<file path="src/rtl/pdm_pkg.sv">
// rtl/pdm_pkg.sv - shared PDM transmitter types, full-scale constant and saturating add
// Used by pdm_tx and pdm_sdm_core; PDM_TX_ORDER2_EN is consumed in pdm_sdm_core.
package pdm_pkg;

   localparam int PCM_W_DEFAULT = 16;

   typedef enum logic [0:0] {
      ST_IDLE = 1'b0,
      ST_RUN  = 1'b1
   } pdm_state_e;

   // Modulator feedback magnitude FS = 2^(pcm_w-1), one LSB above the largest positive sample.
   function automatic longint full_scale(input int pcm_w);
      return longint'(1) <<< (pcm_w - 1);
   endfunction

   function automatic longint sat_add(input longint a, input longint b, input int w);
      longint s;
      longint hi;
      longint lo;
      s  = a + b;
      hi = (longint'(1) <<< (w - 1)) - 1;
      lo = -(longint'(1) <<< (w - 1));
      if (s > hi) return hi;
      if (s < lo) return lo;
      return s;
   endfunction

endpackage

</file>
<file path="src/rtl/pdm_sdm_core.sv">
// rtl/pdm_sdm_core.sv - sigma-delta modulator: integrators, feedback, bit decision per step
// PDM_TX_ORDER2_EN adds the second integrator; default build is first-order.
module pdm_sdm_core
   import pdm_pkg::*;
#(
   parameter int PCM_W = PCM_W_DEFAULT,
   parameter int ACC_W = PCM_W + 4
) (
   input  logic                    clk,
   input  logic                    rst,
   input  logic                    step,
   input  logic signed [PCM_W-1:0] sample,
   input  logic                    prev_bit,
   output logic                    pdm_bit
);
   localparam longint FS_VAL = full_scale(PCM_W);

   longint fb;
   logic signed [ACC_W-1:0] i1;
   logic signed [ACC_W-1:0] i1_next;

   assign fb      = prev_bit ? FS_VAL : -FS_VAL;
   assign i1_next = ACC_W'(sat_add(longint'(i1), longint'(sample) - fb, ACC_W));

`ifdef PDM_TX_ORDER2_EN
   logic signed [ACC_W-1:0] i2;
   logic signed [ACC_W-1:0] i2_next;

   assign i2_next = ACC_W'(sat_add(longint'(i2), longint'(i1_next) - fb, ACC_W));
   assign pdm_bit = ~i2_next[ACC_W-1];

   always_ff @(posedge clk or posedge rst) begin
      if (rst) begin
         i1 <= '0;
         i2 <= '0;
      end else if (step) begin
         i1 <= i1_next;
         i2 <= i2_next;
      end
   end
`else
   assign pdm_bit = ~i1_next[ACC_W-1];

   always_ff @(posedge clk or posedge rst) begin
      if (rst) begin
         i1 <= '0;
      end else if (step) begin
         i1 <= i1_next;
      end
   end
`endif

endmodule

</file>
<file path="src/rtl/pdm_tx.sv">
// rtl/pdm_tx.sv - PDM transmitter: micro_clk sync/edge detect, slot select, sample buffer, IDLE/RUN FSM
// PDM_TX_ORDER2_EN selects the second-order modulator inside pdm_sdm_core.
module pdm_tx
   import pdm_pkg::*;
#(
   parameter int PCM_W = PCM_W_DEFAULT,
   parameter int OSR   = 64,
   parameter int ACC_W = PCM_W + 4
) (
   input  logic                    clk,
   input  logic                    rst,
   input  logic signed [PCM_W-1:0] pcm_data,
   input  logic                    pcm_valid,
   output logic                    pcm_ready,
   input  logic                    micro_clk,
   input  logic                    sel_lr,
   output logic                    pdm_o,
   output logic                    pdm_oe,
   output logic                    underrun
);
   localparam int CNT_W = (OSR > 1) ? $clog2(OSR) : 1;
   localparam logic [CNT_W-1:0] CNT_LAST = CNT_W'(OSR - 1);

   logic mclk_s1;
   logic mclk_s2;
   logic mclk_d;
   logic active;
   logic step;
   logic boundary;
   logic accept;
   logic core_bit;
   logic hold_valid;
   logic signed [PCM_W-1:0] hold_data;
   logic signed [PCM_W-1:0] cur_data;
   logic [CNT_W-1:0] cnt;
   pdm_state_e state;

   assign active    = sel_lr ? (mclk_d & ~mclk_s2) : (mclk_s2 & ~mclk_d);
   assign step      = active && (state == ST_RUN);
   assign boundary  = step && (cnt == CNT_LAST);
   assign pcm_ready = ~hold_valid;
   assign accept    = pcm_valid & pcm_ready;

   // oe is registered so it moves on the same clk as pdm_o.
   always_ff @(posedge clk or posedge rst) begin
      if (rst) begin
         mclk_s1 <= 1'b0;
         mclk_s2 <= 1'b0;
         mclk_d  <= 1'b0;
         pdm_oe  <= 1'b0;
      end else begin
         mclk_s1 <= micro_clk;
         mclk_s2 <= mclk_s1;
         mclk_d  <= mclk_s2;
         pdm_oe  <= (mclk_s2 == ~sel_lr);
      end
   end

   // An empty holding register at a boundary takes pcm_data directly when offered that cycle.
   always_ff @(posedge clk or posedge rst) begin
      if (rst) begin
         state      <= ST_IDLE;
         hold_valid <= 1'b0;
         hold_data  <= '0;
         cur_data   <= '0;
         cnt        <= '0;
         underrun   <= 1'b0;
         pdm_o      <= 1'b0;
      end else begin
         underrun <= 1'b0;
         if (state == ST_IDLE && accept) state <= ST_RUN;
         if (step) cnt <= (cnt == CNT_LAST) ? '0 : cnt + 1'b1;
         if (boundary) begin
            if (hold_valid) begin
               cur_data   <= hold_data;
               hold_valid <= 1'b0;
            end else if (pcm_valid) begin
               cur_data <= pcm_data;
            end else begin
               underrun <= 1'b1;
            end
         end else if (accept) begin
            hold_data  <= pcm_data;
            hold_valid <= 1'b1;
         end
         if (active) pdm_o <= (state == ST_RUN) ? core_bit : ~pdm_o;
      end
   end

   pdm_sdm_core #(
      .PCM_W(PCM_W),
      .ACC_W(ACC_W)
   ) u_core (
      .clk     (clk),
      .rst     (rst),
      .step    (step),
      .sample  (cur_data),
      .prev_bit(pdm_o),
      .pdm_bit (core_bit)
   );

endmodule

</file>
<file path="config.mk">
export PLATFORM = sky130hd
export DESIGN_NAME = pdm_tx
export DESIGN_NICKNAME = d
export VERILOG_FILES = /design/src/rtl/pdm_pkg.sv /design/src/rtl/pdm_sdm_core.sv /design/src/rtl/pdm_tx.sv
export SDC_FILE = /design/constraint.sdc
export NUM_CORES = 1
export LEC_CHECK = 0
export CAP_MARGIN = 20
export CORE_AREA = 2 2 107 109
export DETAILED_ROUTE_END_ITERATION = 12
export DIE_AREA = 0 0 109 111
export PLACE_DENSITY = 0.6
export SLEW_MARGIN = 0
export SYNTH_ARGS = -nofsm -noshare
export SYNTH_HDL_FRONTEND = slang
export SYNTH_SLANG_ARGS = --single-unit
</file>
<file path="constraint.sdc">
create_clock -name clk -period 6.5 [get_ports clk]
set_input_delay 0.975 -clock clk [delete_from_list [all_inputs] [get_ports clk]]
set_output_delay 0.975 -clock clk [all_outputs]
set_load 0.05 [all_outputs]
</file>
; ---- After elaboration in Yosys (flattened, before gate mapping)
; Index checks and enable logic that the tools add are counted.
[word_totals]
ff_bits = 66
in_bits = 21
out_inout_bits = 4
wordCells = 55
[classes]
n_addsub = 3
magnitude_cmp = 2
n_eq_ne = 2
n_mux = 18
bitwise = 11
n_reduce_logical = 7
[op_table]
columns = operator, n
row1 = 20-bit by 64-bit adder with 64-bit output, 1
row2 = 64-bit by 20-bit > comparator with 1-bit output (second input constant), 1
row3 = 64-bit by 20-bit < comparator with 1-bit output (second input constant), 1
row4 = 64-bit two-way mux, 1
row5 = 16-bit by 64-bit subtractor with 64-bit output, 1
row6 = 20-bit two-way mux, 3
row7 = 16-bit two-way mux, 2
row8 = 19-bit two-way mux, 1
row9 = 1-bit two-way mux, 10
row10 = 1-bit inverter, 8
row11 = 6-bit by 1-bit adder with 6-bit output (second input constant), 1
row12 = 6-bit equality test (second input constant), 1
row13 = 6-bit two-way mux, 1
row14 = 2-bit AND reduction, 2
row15 = 2-bit nonzero test, 2
row16 = 1-bit bitwise AND, 3
row17 = 1-bit logical AND, 3
row18 = 1-bit equality test, 1

; ---- Logic depth before layout (Yosys ltp)
[logic_depth]
depth_word = 10
depth_mapped = 22
ltp_nobuf = 20

; ---- By module
; A second synthesis with hierarchy kept.
[unflattened]
cells_unflattened = 539
hier_area_um2 = 4986.0
[modules_own_cells]
columns = mod, n_inst, cells_per_inst, area_each_um2, seq_area_each_um2
row1 = pdm_sdm_core, 1, 379, 3000.4, 500.5
row2 = pdm_tx, 1, 160, 1985.7, 1151.1

; ---- Worst setup path before layout
; OpenSTA, ideal clock, no wires.
[synth_timing]
kind = register to register
start = register pdm_o
end = register u_core.i1[10]
arrival_time_ns = 4.996
path_slack_ns = 1.365
path_stages_with_launch = 18
path_buffers = 2
period_less_slack_ns = 5.135
path_cell_list = dfrtp_1 -> inv_1 -> fa_1 -> inv_1 -> ha_1 -> buf_6 -> a21o_1 -> o21bai_4 -> a311oi_4 -> o21ai_0 -> fa_1 -> nor4b_1 -> nand4_1 -> or4_1 -> a31o_1 -> o32ai_4 -> buf_6 -> a22oi_2
[synth_between]
elab_chain_cells = 8
elab_cells_between_ends = 12
cone_classes = 2 x add/sub / 2 x order compare / 8 x mux
[synth_rtl]
columns = element, line_no
row1 = from (decl), pdm_tx.sv:17  ; output logic pdm_o,
row2 = from (signal assigned), pdm_tx.sv:86  ; if (active) pdm_o <= (state == ST_RUN) ? core_bit : ~pdm_o;
row3 = 64-bit two-way mux *, pdm_sdm_core.sv:22  ; assign fb = prev_bit ? FS_VAL : -FS_VAL;
row4 = 16-bit by 64-bit subtractor with 64-bit output *, pdm_sdm_core.sv:23  ; assign i1_next = ACC_W'(sat_add(longint'(i1), longint'(sample) - fb, ACC_W));
row5 = 20-bit by 64-bit adder with 64-bit output *, pdm_pkg.sv:21  ; s = a + b;
row6 = 64-bit by 20-bit > comparator with 1-bit output / 64-bit by 20-bit < comparator with 1-bit output (equally long branches), "pdm_pkg.sv:24, pdm_pkg.sv:25"
row7 = 19-bit two-way mux / 1-bit two-way mux (equally long branches), "pdm_pkg.sv:24, pdm_pkg.sv:25"
row8 = 20-bit two-way mux / 1-bit two-way mux (equally long branches), pdm_pkg.sv:25  ; if (s < lo) return lo;
row9 = 20-bit two-way mux, pdm_pkg.sv:26  ; return s;
row10 = 20-bit two-way mux *, pdm_pkg.sv:25
row11 = to (signal assigned), pdm_sdm_core.sv:48  ; i1 <= i1_next;
row12 = to (decl), pdm_sdm_core.sv:19  ; logic signed [ACC_W-1:0] i1;
; Mark *: on every way between the ends. The rest lies on a longest branch, timed or not. The select of a mux whose other input is x is not followed.
; A chain may end at the register's enable or synchronous reset.

; ---- Worst setup path after layout
[layout_timing]
start = register pdm_o
end = register u_core.i1[14]
; Same word-level chain as after synthesis.

==> qor.csv <==
stage;metric;value;unit
yosys;seq_area_frac_synth;0.341;
floorplan;ios;25;
setup_path;criticalPathCategory;reg2reg;
layout;n_antenna_cell;0;
yosys;synthCells;508;
floorplan;initial_core_util;0.437;
yosys;synth-xor-area-share;0.0344;
setup_path;endpoint;u_core.i1[14];
setup_path;cp-end-kind;flop;
cts;cts-root-buf;clkbuf_16;
layout;nets;604;
flow_run;max_cap_viol_count;0;
cts;cts.clk_slew.worst_paths;0.05;ns
sta;period_needed;5.60;ns
drt;num_vias;3545;
yosys;avgSynthCellArea;9.53;um2
drt;wl_per_cell;14.3;um
sta;max_clock_freq;0.179;GHz
layout;areaGrowthSynthToFinish;13.5;%
global_route;first_global_vias;3561;
yosys;netlist_area;4840;um2
sta;finalHoldViolCount;0;
placement;portBuffers;24;
setup_path;required;6.69;ns
drt;wirelength;9660;um
floorplan;die_y;111;um
yosys;synth_edf_count;0;
global_route;antenna_found_initial;0;
yosys;synth_fa_ha_area_frac;0.162;
sta;finClkSkew;0.00504;ns
layout;fin_util;0.496;
sta;fin_crit_sh;0.862;
cts;cts.sinks;66;
global_route;grt_first_pass_wirelength;16900;um
placement;placed_area;5190;um2
cts;cts_buffers;9;
cts;worst_skew_pair.late_latency;0.34;ns
layout;fillers;1038;
placement;dpl_worst_slack;0.885;ns
yosys;synth_top_family_by_area;compound AO/OA/AOI/OAI gates;
yosys;synth_compound_area_frac;0.176;
sta;maxSlewViolCount;0;
sta;slew_headroom;0.365;
yosys;synth.distinct_cells;59;
global_route;grt-ovfl-total;0;
sta;layout_setup_ws;0.898;ns
drt;ant_nets;0;
yosys;synthFlopType;dfrtp_1;
cts;cts_setup_buffers;0;
setup_path;worst-path-max-fanout;12;
placement;place_congestion;0.871;
yosys;muxShareOfSynthArea;0.0765;
sta;setup_viol;0;
worst_hold_path;hold_class;reg2reg;
cts;cts_tree;done;
layout;stdcell_area;5500;um2
floorplan;die_w;109;um
global_route;grt_usage;0.176;
setup_path;reg2reg_depth;14;
yosys;ys.warnings.count;0;
outcome;outcome;complete, no violations;
cts;cts-hold-fix-buffers;0;
layout;final_common_cell;inv_1;
setup_path;reg2reg_from;pdm_o;
floorplan;die_area;12100;um2
setup_path;crit_arrival;5.79;ns
sta;worstMarginPinSlew;0.952;ns
drt;drc;0;
sta;setup-tns-final;0;ns
global_route;grt_max_degree;67;
cts;cts_resized;0;
setup_path;critPathLaunchType;flop;
drt;routed_via_density;5.24;
setup_path;r2r_end;u_core.i1[14];
layout;most-common-layout-cells;inv_1, dfrtp_1, nor2_1;
floorplan;row_count;39;
yosys;synthArstFlopShare;1.00;
placement;dp_hpwl;7060;um
setup_path;r2r_slack;0.90;ns
setup_path;crit_path_start;pdm_o;
yosys;ys_ff_latch;66;
drt;drtPass1Iterations;5;
cts;h-tree-depth;3;
floorplan;coreArea;11100;um2
sta;rsz0062_at_grt;no;
cts;cts_buffer_depth;2;
layout;drive_gt1_frac;0.110;
yosys;yosys.area_share.simple;0.137;
yosys;synthesis.nets;582;
drt;drt_iter0_markers;194;
[state kept, by name, summed over array words and instances, names as in the netlist, 6 cells and up]
| name | flops |
|---|---|
| cnt | 6 |
| cur_data | 16 |
| hold_data | 16 |
| u_core.i1 | 20 |
[metal layers]
metal | vias up | global-route usage | share of wire
met5 | - | 0 | 0
met4 | 0 | 0.0855 | 0.025
met3 | 19 | 0.0223 | 0.020
met2 | 47 | 0.255 | 0.44
met1 | 1687 | 0.258 | 0.52
li1 | 1792 | - | -
[cells by family (layout without fill, tap and decap cells)]
logic type,after synthesis,after routing
XOR/XNOR,19,19
adder cells (fa/ha/maj),53,53
multiplexers,35,35
flip-flops,66,66
buffers and inverters,86,112
AO/OA/AOI/OAI,115,115
AND/OR/NAND/NOR,134,134
[cells in the mapped netlist (all sizes together) (2+ instances only)]
library cell	instances	share of area
o21bai	3	0.0070
nand3b	2	0.0031
buf	8	0.013
mux2i	19	0.039
and2	4	0.0052
clkbuf	9	0.0072
fa	16	0.066
nand2b	2	0.0026
and3	5	0.0065
o21ai	19	0.020
o2111ai	2	0.0036
nor2	42	0.033
nor3	7	0.0072
nor4b	3	0.0054
nand4	8	0.010
a21boi	9	0.014
mux2	16	0.037
xnor2	13	0.024
ha	37	0.096
nor2b	3	0.0039
nor4bb	3	0.0062
inv	69	0.053
nand3	6	0.0062
a22oi	15	0.032
dfrtp	66	0.34
nand2	39	0.031
a21o	13	0.020
a21oi	42	0.047
xor2	6	0.011
nand4b	2	0.0036
o211ai	2	0.0031
[through the flow]
stage | hold WS, ns | instances
after detailed placement | 0.339 | 661
final | 0.349 | 677
after CTS | 0.351 | 676
after global placement | 0.332 | 661
after floorplan | 0.331 | 508
after global routing | 0.352 | 677
[how the worst min path moves through the flow]
stage | cells after the start | to | startpoint
finish | 0 | mclk_s2 | mclk_s1
global placement | 0 | mclk_s2 | mclk_s1
detailed placement | 0 | mclk_s2 | mclk_s1
CTS | 0 | mclk_s2 | mclk_s1
global route | 0 | mclk_s2 | mclk_s1
floorplan | 0 | mclk_s2 | mclk_s1
[worst max-delay path, cell delays in order, from the launching register on]
cell and delay, ns:
dfrtp_1 0.47, fa_1 0.94, ha_1 0.37, a21oi_1 0.22, a21boi_0 0.18, a311oi_4 0.40
o21ai_0 0.19, fa_1 0.47, nor4b_1 0.35, nand4_1 0.12, or4_1 0.54, a31o_1 0.23
o32ai_4 0.60, buf_4 0.31, a22oi_2 0.06
[final cells by class]
type / instances / area [um2] / share of cell area
Sequential cell: 66 / 1650 / 0.300
Tap cell: 143 / 179 / 0.0325
Clock buffer: 10 / 239 / 0.0435
Timing Repair Buffer: 28 / 278 / 0.0505
Inverter: 69 / 259 / 0.0471
Multi-Input combinational cell: 356 / 2840 / 0.516
Clock inverter: 5 / 55.1 / 0.0100
Power is left out: the tool's default activity adds up to more than one toggle a clock period on the data nets, which glitch-free logic cannot reach.
